==> config.mk <==
export PLATFORM = sky130hd
export DESIGN_NAME = mouse_cell_tracker_flat
export DESIGN_NICKNAME = d
export VERILOG_FILES = /design/src/rtl/mouse_cell_tracker_if.sv /design/src/rtl/mouse_cell_tracker.sv /design/src/flat_wrapper.sv
export SDC_FILE = /design/constraint.sdc
export NUM_CORES = 1
export LEC_CHECK = 0
export CORE_ASPECT_RATIO = 2
export CORE_UTILIZATION = 50
export DETAILED_ROUTE_END_ITERATION = 16
export GPL_TIMING_DRIVEN = 0
export PLACE_DENSITY_LB_ADDON = 0.05
export SLEW_MARGIN = 10
export SYNTH_ARGS = -nofsm -noshare
export SYNTH_HDL_FRONTEND = slang
export SYNTH_SLANG_ARGS = --single-unit
==> constraint.sdc <==
create_clock -name iClk -period 2.6 [get_ports iClk]
set_input_delay 0.78 -clock iClk [delete_from_list [all_inputs] [get_ports iClk]]
set_output_delay 0.78 -clock iClk [all_outputs]
set_load 0.05 [all_outputs]
==> src/rtl/mouse_cell_tracker_if.sv <==
// PS/2 byte input and cursor/button outputs of the mouse cell tracker.
// master drives bytes and reads state; slave is the tracker itself.
interface mouse_cell_tracker_if #(
  parameter int UPPER_BITS = 7
);
  logic [7:0]            iByte;
  logic                  iByteValid;
  logic [UPPER_BITS-1:0] oX_cell;
  logic [UPPER_BITS-1:0] oY_cell;
  logic                  oLeft;
  logic                  oRight;
  logic                  oBusy;
  logic                  oPacket;
  logic                  oOverrun;

  modport master (
    output iByte, iByteValid,
    input  oX_cell, oY_cell, oLeft, oRight,
    input  oBusy, oPacket, oOverrun
  );

  modport slave (
    input  iByte, iByteValid,
    output oX_cell, oY_cell, oLeft, oRight,
    output oBusy, oPacket, oOverrun
  );
endinterface

==> src/rtl/mouse_cell_tracker.sv <==
// PS/2 mouse packet assembler and cell-granular cursor tracker.
// MOUSE_CELL_TRACKER_TIMEOUT_EN enables the inter-byte resync timeout.
module mouse_cell_tracker #(
  parameter int SCREEN_WIDTH   = 640,
  parameter int SCREEN_HEIGHT  = 480,
  parameter int CELL_DIMENSION = 5,
  parameter int UPPER_BITS     = $clog2(
    ((SCREEN_WIDTH > SCREEN_HEIGHT) ? SCREEN_WIDTH : SCREEN_HEIGHT)
    / CELL_DIMENSION),
  parameter int TIMEOUT_CYCLES = 50000
) (
  input logic                 iClk,
  input logic                 iResetn,
  mouse_cell_tracker_if.slave bus
);

  localparam int SW = $clog2(CELL_DIMENSION);
  localparam logic [SW-1:0] SUB_LAST = SW'(CELL_DIMENSION - 1);
  localparam logic [UPPER_BITS-1:0] XC_MAX =
    UPPER_BITS'((SCREEN_WIDTH - 1) / CELL_DIMENSION);
  localparam logic [SW-1:0] XS_MAX =
    SW'((SCREEN_WIDTH - 1) % CELL_DIMENSION);
  localparam logic [UPPER_BITS-1:0] YC_MAX =
    UPPER_BITS'((SCREEN_HEIGHT - 1) / CELL_DIMENSION);
  localparam logic [SW-1:0] YS_MAX =
    SW'((SCREEN_HEIGHT - 1) % CELL_DIMENSION);

  typedef enum logic [1:0] {B0, B1, B2} asm_t;
  typedef enum logic {IDLE, UPDATE} eng_t;

  asm_t asm_q, asm_d;
  eng_t eng_q, eng_d;

  logic [7:0]            hdr_q, dx_q;
  logic [8:0]            rem_x, rem_y, mag_x, mag_y;
  logic [8:0]            dx9, dy9;
  logic                  x_neg, y_dec;
  logic [UPPER_BITS-1:0] x_cell, y_cell;
  logic [SW-1:0]         x_sub, y_sub;
  logic                  left_q, right_q, pkt_q, ovr_q;
  logic                  pkt_done, accept, drop, upd, done;
  logic                  mv_x, mv_y, tmo;

  assign pkt_done = bus.iByteValid && (asm_q == B2);
  assign upd      = (eng_q == UPDATE);
  assign accept   = pkt_done && !upd;
  assign drop     = pkt_done && upd;
  assign done     = (rem_x == '0) && (rem_y == '0);

  // dy arrives on the completing cycle, so it is taken straight off the bus
  assign dx9   = {hdr_q[4], dx_q};
  assign dy9   = {hdr_q[5], bus.iByte};
  assign mag_x = hdr_q[6] ? 9'd0 : (hdr_q[4] ? -dx9 : dx9);
  assign mag_y = hdr_q[7] ? 9'd0 : (hdr_q[5] ? -dy9 : dy9);

  assign mv_x = upd && (rem_x != '0) && (x_neg
    ? !(x_cell == '0 && x_sub == '0)
    : !(x_cell == XC_MAX && x_sub == XS_MAX));
  assign mv_y = upd && (rem_y != '0) && (y_dec
    ? !(y_cell == '0 && y_sub == '0)
    : !(y_cell == YC_MAX && y_sub == YS_MAX));

`ifdef MOUSE_CELL_TRACKER_TIMEOUT_EN
  localparam int TW = $clog2(TIMEOUT_CYCLES + 1);
  logic [TW-1:0] gap_q;

  assign tmo = !bus.iByteValid && (asm_q != B0) &&
               (gap_q == TW'(TIMEOUT_CYCLES - 1));

  always_ff @(posedge iClk) begin
    if (!iResetn || bus.iByteValid || asm_q == B0 || tmo)
      gap_q <= '0;
    else
      gap_q <= gap_q + 1'b1;
  end
`else
  assign tmo = 1'b0;
`endif

  always_comb begin
    asm_d = asm_q;
    if (bus.iByteValid) begin
      unique case (asm_q)
        B0:      asm_d = bus.iByte[3] ? B1 : B0;
        B1:      asm_d = B2;
        B2:      asm_d = B0;
        default: asm_d = B0;
      endcase
    end else if (tmo) begin
      asm_d = B0;
    end
  end

  always_comb begin
    eng_d = eng_q;
    unique case (eng_q)
      IDLE:    if (accept) eng_d = UPDATE;
      UPDATE:  if (done) eng_d = IDLE;
      default: eng_d = IDLE;
    endcase
  end

  always_ff @(posedge iClk) begin
    if (!iResetn) begin
      asm_q <= B0;
      eng_q <= IDLE;
    end else begin
      asm_q <= asm_d;
      eng_q <= eng_d;
    end
  end

  always_ff @(posedge iClk) begin
    if (!iResetn) begin
      hdr_q   <= '0;
      dx_q    <= '0;
      rem_x   <= '0;
      rem_y   <= '0;
      x_neg   <= 1'b0;
      y_dec   <= 1'b0;
      x_cell  <= '0;
      x_sub   <= '0;
      y_cell  <= '0;
      y_sub   <= '0;
      left_q  <= 1'b0;
      right_q <= 1'b0;
      pkt_q   <= 1'b0;
      ovr_q   <= 1'b0;
    end else begin
      pkt_q <= upd && done;
      ovr_q <= drop;
      if (bus.iByteValid && asm_q == B0 && bus.iByte[3])
        hdr_q <= bus.iByte;
      if (bus.iByteValid && asm_q == B1)
        dx_q <= bus.iByte;
      if (accept) begin
        left_q  <= hdr_q[0];
        right_q <= hdr_q[1];
        rem_x   <= mag_x;
        rem_y   <= mag_y;
        x_neg   <= hdr_q[4];
        y_dec   <= !hdr_q[5];
      end
      // clamped steps still burn the remainder
      if (upd && rem_x != '0) rem_x <= rem_x - 1'b1;
      if (upd && rem_y != '0) rem_y <= rem_y - 1'b1;
      unique case (1'b1)
        mv_x && !x_neg: begin
          if (x_sub == SUB_LAST) begin
            x_sub  <= '0;
            x_cell <= x_cell + 1'b1;
          end else x_sub <= x_sub + 1'b1;
        end
        mv_x && x_neg: begin
          if (x_sub == '0) begin
            x_sub  <= SUB_LAST;
            x_cell <= x_cell - 1'b1;
          end else x_sub <= x_sub - 1'b1;
        end
        default: ;
      endcase
      unique case (1'b1)
        mv_y && !y_dec: begin
          if (y_sub == SUB_LAST) begin
            y_sub  <= '0;
            y_cell <= y_cell + 1'b1;
          end else y_sub <= y_sub + 1'b1;
        end
        mv_y && y_dec: begin
          if (y_sub == '0) begin
            y_sub  <= SUB_LAST;
            y_cell <= y_cell - 1'b1;
          end else y_sub <= y_sub - 1'b1;
        end
        default: ;
      endcase
    end
  end

  assign bus.oX_cell  = x_cell;
  assign bus.oY_cell  = y_cell;
  assign bus.oLeft    = left_q;
  assign bus.oRight   = right_q;
  assign bus.oBusy    = upd;
  assign bus.oPacket  = pkt_q;
  assign bus.oOverrun = ovr_q;

endmodule

==> src/flat_wrapper.sv <==
// flat-port wrapper written by rule: the top's interface ports become plain ports
module mouse_cell_tracker_flat 
#(
  parameter int SCREEN_WIDTH   = 640,
  parameter int SCREEN_HEIGHT  = 480,
  parameter int CELL_DIMENSION = 5,
  parameter int UPPER_BITS     = $clog2(
    ((SCREEN_WIDTH > SCREEN_HEIGHT) ? SCREEN_WIDTH : SCREEN_HEIGHT)
    / CELL_DIMENSION),
  parameter int TIMEOUT_CYCLES = 50000
)
  (iClk, iResetn, bus_iByte, bus_iByteValid, bus_oX_cell, bus_oY_cell, bus_oLeft, bus_oRight, bus_oBusy, bus_oPacket, bus_oOverrun);
  mouse_cell_tracker_if #(.UPPER_BITS(UPPER_BITS)) bus_i ();
  input logic iClk;
  input logic iResetn;
  input wire logic [$bits(bus_i.iByte)-1:0] bus_iByte;
  input wire logic [$bits(bus_i.iByteValid)-1:0] bus_iByteValid;
  output wire logic [$bits(bus_i.oX_cell)-1:0] bus_oX_cell;
  output wire logic [$bits(bus_i.oY_cell)-1:0] bus_oY_cell;
  output wire logic [$bits(bus_i.oLeft)-1:0] bus_oLeft;
  output wire logic [$bits(bus_i.oRight)-1:0] bus_oRight;
  output wire logic [$bits(bus_i.oBusy)-1:0] bus_oBusy;
  output wire logic [$bits(bus_i.oPacket)-1:0] bus_oPacket;
  output wire logic [$bits(bus_i.oOverrun)-1:0] bus_oOverrun;
  assign bus_i.iByte = bus_iByte;
  assign bus_i.iByteValid = bus_iByteValid;
  assign bus_oX_cell = bus_i.oX_cell;
  assign bus_oY_cell = bus_i.oY_cell;
  assign bus_oLeft = bus_i.oLeft;
  assign bus_oRight = bus_i.oRight;
  assign bus_oBusy = bus_i.oBusy;
  assign bus_oPacket = bus_i.oPacket;
  assign bus_oOverrun = bus_i.oOverrun;
  mouse_cell_tracker #(.SCREEN_WIDTH(SCREEN_WIDTH), .SCREEN_HEIGHT(SCREEN_HEIGHT), .CELL_DIMENSION(CELL_DIMENSION), .UPPER_BITS(UPPER_BITS), .TIMEOUT_CYCLES(TIMEOUT_CYCLES)) u_core (.iClk(iClk), .iResetn(iResetn), .bus(bus_i));
endmodule
Word-level counts from Yosys, hierarchy flattened:

Index checks and enable logic that the tools add are counted.

* reductions and logical operators: 43
* eq/ne operators: 10
* multiplexer cells: 27
* add/subtract/negate cells: 12
* bitwise operators: 1

Operators with widths (number)
* $mux W9: 8
* $mux W7: 4
* $pmux W7 S2: 2
* $logic_and A1 B1 Y1: 20
* $logic_not A9 Y1: 2
* $neg A9 Y9: 2
* $reduce_bool A9 Y1: 2
* $sub A9 B1 Y9 const B: 2
* $add A7 B1 Y7 const B: 2
* $eq A7 B7 Y1 const B: 2
* $logic_not A7 Y1: 2
* $sub A7 B1 Y7 const B: 2
* $mux W3: 4
* $pmux W3 S2: 2
* $logic_not A1 Y1: 8
* $reduce_bool A2 Y1: 4
* $add A3 B1 Y3 const B: 2
* $eq A3 B3 Y1 const B: 2
* $logic_not A3 Y1: 2
* $ne A2 B1 Y1 const B: 3
* $reduce_and A3 Y1: 2
* $sub A3 B1 Y3 const B: 2
* $mux W1: 5
* $pmux W2 S2: 1
* other kinds (6): 6

* output and inout port bits: 19
* bits in registers: 63
* input bits: 11
* logic and storage cells: 109

Longest topological paths before layout:

* word-level depth: 8
* gate-level depth with buffers: 13
* depth with buffers taken out: 13

Worst setup path before layout:

Ideal clock, no wire load.

* path type: register to register
* start: reg u_core.eng_q (netlist: u_core.bus.oBusy)
* end: reg u_core.y_cell[6] (netlist: u_core.bus.oY_cell[6])
* stages on the path, launching flop included: 11
* library setup time: 125 ps
* clock period less this slack: 2914 ps
* setup slack: -314 ps
* arrival time: 2788 ps
* data required time: 2475 ps
* buffers on the path: 1
* path through: dfxtp_1 -> buf_2 -> a21boi_1 -> nand3_1 -> xnor2_1 -> ha_1 -> or2_2 -> a41o_1 -> a41oi_1 -> xnor2_1 -> o21ai_0

* word-level cells in the longest chain between the ends: 5
* elaborated cells between the ends (all ways): 9
* classes of those cells: eq/ne (2); mux (1); reduce/logical (6)

RTL lines
* from (decl): line mouse_cell_tracker.sv:32 `eng_t eng_q, eng_d;`
* from (signal assigned): line mouse_cell_tracker.sv:109 `eng_q <= eng_d;`
* $logic_and A1 B1 Y1 (*) (2 in series): line mouse_cell_tracker.sv:59 `assign mv_y = upd && (rem_y != '0) && (y_dec`
* $logic_and A1 B1 Y1 (on tied branches): line mouse_cell_tracker.sv:163, mouse_cell_tracker.sv:169
* $ne A2 B1 Y1 (no source line) (tied with other cells)
* $reduce_and A3 Y1 (no source line)
* to (signal assigned): line mouse_cell_tracker.sv:166 `y_cell <= y_cell + 1'b1;`
* to (signal assigned): line mouse_cell_tracker.sv:172 `y_cell <= y_cell - 1'b1;`
* to (decl): line mouse_cell_tracker.sv:38 `logic [UPPER_BITS-1:0] x_cell, y_cell;`

Every way passes the cells marked *; elsewhere a longest branch is shown, timed or not.
A chain may end at the register's enable or synchronous reset.

Worst setup path in the final report:

* start: reg u_core.rem_x[0]
* end: reg u_core.x_cell[6] (netlist: u_core.bus.oX_cell[6])

* word-level cells in the longest chain between the ends: 6
* elaborated cells between the ends (all ways): 10
* classes of those cells: eq/ne (2); mux (1); reduce/logical (7)

RTL lines
* from (decl): line mouse_cell_tracker.sv:35 `logic [8:0] rem_x, rem_y, mag_x, mag_y;`
* from (signal assigned): line mouse_cell_tracker.sv:139 `rem_x <= mag_x;`
* from (signal assigned): line mouse_cell_tracker.sv:145 `if (upd && rem_x != '0) rem_x <= rem_x - 1'b1;`
* $reduce_bool A9 Y1 (*): line mouse_cell_tracker.sv:56 `assign mv_x = upd && (rem_x != '0) && (x_neg`
* $logic_and A1 B1 Y1 (*) (2 in series): line mouse_cell_tracker.sv:56
* $logic_and A1 B1 Y1 (on tied branches): line mouse_cell_tracker.sv:148, mouse_cell_tracker.sv:154
* $ne A2 B1 Y1 (no source line) or $reduce_bool A2 Y1 (tied branches)
* $reduce_and A3 Y1 (no source line)
* to (signal assigned): line mouse_cell_tracker.sv:151 `x_cell <= x_cell + 1'b1;`
* to (signal assigned): line mouse_cell_tracker.sv:157 `x_cell <= x_cell - 1'b1;`
* to (decl): line mouse_cell_tracker.sv:38

Marks and branches as above.

==> results.cfg <==
[outcome]
violations = setup timing
status = finished with violations

[global_route]
grt_use_total_pct = 28.5
grt_first_pass_wirelength_mm = 18.5
antenna_found_initial = 0
grt_max_degree = 12
grt_pass1_vias = 3941
grt-ovfl-total = 0

[power_and_ir_drop]
p_switching_mw = 0.582
power_density_mw_per_mm2 = 475
ir_worst_vdd_uv = 412
p_total_mw = 2.48
comb_power_share_pct = 8.0
power.share.clock_pct = 52.8
sw_frac_of_total_pct = 23.5
internal_power_mw = 1.90
pwr-share-seq_pct = 39.1
power_leakage_nw = 1.99

[finish]
diodes = 0
layout_common_cells = 56 x nor2_1, 45 x dfxtp_1, 35 x o21ai_0
n_fill_cell = 653
fin_util_pct = 68.2
multiInputGateArea_mm2 = 0.00285
drive_gt1_share_pct = 21.3
seq_area_mm2 = 0.00124
syn_to_final_growth_pct = 30.3
final_common_cell = nor2_1
fin_nets = 593

[clock_network]
cts.sink_count = 61
clk_pin_slew_worst_paths_ns = 0.06
clock_latency_ns = 0.33
cts.path.max_buffers = 2
cts_max_level = 3
cts_buffers = 9
cts_tree = built
cts_root_buf = clkbuf_16

[placement]
pre_cts_ws_ns = -0.386
place.gp.congestion = 0.936
hpwlAfterDp_mm = 8.06
port_buffers = 28

[yosys]
yosys.area_share.simple_pct = 25.7
synthCells = 506
synth_xor_area_share_pct = 5.68
synth.ff_latch_count = 61
synthAdderAreaFrac_pct = 5.62
async_flop_share_pct = 0
synth_mux_area_share_pct = 5.74
yosys-top-cells-area = dfxtp_1 30%, mux2i_1 5.7%, ha_1 5.6%
yosys.area.top_type = dfxtp_1
ys.warnings.count = 0
synth_compound_area_share_pct = 20.9
synth_edf_count = 0
synth_top_family_by_area = simple AND/OR/NAND/NOR gates
synthesis.nets = 535
ys.flop_type = dfxtp_1
synth-seq-area-share_pct = 30.5
syn_area_mm2 = 0.00401
synth.distinct_cells = 67
avgSynthCellArea_um2 = 7.92
synth_top_area_share_pct = 30.5

[run]
cap_viol_max_count = 0

[timing]
hold_ws_ns = 0.462
period_share_pct = 100
rsz0062_at_grt = yes
worst_pin_slew_ns = 0.972
layout_setup_ws_ns = -0.00750
setup_viol = 1
min_period_ns = 2.61
fin_setup_tns_ns = -0.00750
maxSlewViolCount = 0
max_clock_freq_ghz = 0.384
hold_viol_final = 0
maxSlewHeadroom_pct = 35.0
finalClockSkew_ns = 0.00575

[detailed_routing]
wirelength_mm = 11.7
antenna_left = 0
wl_per_cell_um = 17.7
viasPerCell = 6.14
dr.pass1.iters = 5
drt_iter0_markers = 279
vias = 4070
drc_errors = 0

[critical_path]
start_kind = flip-flop
critPathKind = flip-flop to flip-flop
reg2regPathDepth = 12
crit_path_end_kind = flip-flop
cp.required_ns = 2.85
crit_arrival_ns = 2.86
cp_max_fo = 4

[die]
coreArea_mm2 = 0.00766
die_width_um = 65.3
fp.dieArea_mm2 = 0.00840
start_util_pct = 52.3
pin_count = 30
rows = 45
die_h_um = 129

[hold_path]
holdPathStages = 2
hold_class = flip-flop to flip-flop
-- power groups by stage --
stage / clock, mW / sequential (mW) / combinational [mW]
after floorplan: 0 / 0.984 / 0.122
after global placement: 0 / 0.987 / 0.179
after detailed placement: 0 / 0.988 / 0.181
after CTS: 1.32 / 0.969 / 0.189
after global routing: 1.36 / 0.971 / 0.219
final: 1.31 / 0.970 / 0.199
-- stage by stage --
step	std cells	area (um^2)
2_1_floorplan	506	4080
5_1_grt	663	5220
3_3_place_gp	628	4480
6_report	663	5220
3_5_place_dp	628	4480
4_1_cts	657	5030
-- flip-flops by register name (all words and copies together), names as in the netlist, 2 cells and up --
register	count
u_core.asm_q	2
u_core.rem_x	9
u_core.dx_q	8
u_core.rem_y	9
u_core.bus.oY_cell	7
u_core.x_sub	3
u_core.bus.oX_cell	7
u_core.hdr_q	6
u_core.y_sub	3
-- per-layer routing --
layer,share of wire [%],vias to the layer above,track usage [%]
li1,-,1958,-
met1,38,1955,29.4
met2,54,125,51.9
met3,4.3,32,5.94
met4,3.8,0,15.6
met5,0,-,0
-- Yosys cell counts (4+ instances only) --
cell type / instances
xnor2_1: 12
nand2b_1: 5
a31oi_1: 15
nand3b_1: 4
xor2_1: 14
nand2_1: 28
and2_1: 5
dfxtp_1: 61
mux2i_1: 23
a41oi_1: 6
buf_2: 6
nor3b_1: 4
o221ai_1: 4
nor3_1: 16
or3_1: 11
a21oi_1: 33
nor2_1: 56
o21ai_0: 36
o31ai_1: 7
nand4_1: 6
clkbuf_1: 18
nor2b_1: 12
nor4_1: 4
inv_1: 28
nand3_1: 14
ha_1: 18
-- worst paths after layout --
path                    start  slack, ns                    end
min          u_core.bus.oLeft       0.46       u_core.bus.oLeft
max           u_core.rem_x[0]     -0.007  u_core.bus.oX_cell[6]
min reg2reg  u_core.bus.oLeft       0.46       u_core.bus.oLeft
max reg2reg   u_core.rem_x[0]     -0.007  u_core.bus.oX_cell[6]
-- cells by family (layout without fill, tap and decap cells) --
| logic type | Yosys count | in the layout |
|---|---|---|
| AOI/OAI and AO/OA | 131 | 131 |
| and+or+nand+nor | 189 | 189 |
| buffers and inverters | 58 | 121 |
| xor gates and xnor gates | 26 | 26 |
| adders and majority gates | 18 | 18 |
| DFF | 61 | 61 |
| muxes | 23 | 23 |
-- cell type report --
cell class	count	area share (%)
flip-flops and latches	61	23.8
multi-input cells	387	54.5
plain buffers	26	2.37
clock buffers	10	4.58
repair buffers	51	8.77
inverters	28	2.06
well taps	94	2.25
clock inverters	6	1.65
-- critical path, stage by stage (launching register included) --
cell and delay [ns]:
dfxtp_2 0.33, inv_2 0.06, ha_4 0.15, nor4b_4 0.13, a21boi_2 0.26, nand3_4 0.15, xnor2_2 0.17, ha_2 0.21
o21ai_2 0.11, o41a_1 0.24, o31ai_2 0.10, or4_1 0.52, o211ai_1 0.09
-- repair_timing --
action | CTS | global route
buffers inserted | 14 | 9
gates resized for setup | 28 | 35
pin swaps | 14 | 20
endpoints found under the setup margin | 10 | 10
hold buffers | 0 | 0
endpoints found under the hold margin | 0 | 0
gates cloned | 0 | 0
Note: power is estimated with default switching activity, not from simulation.
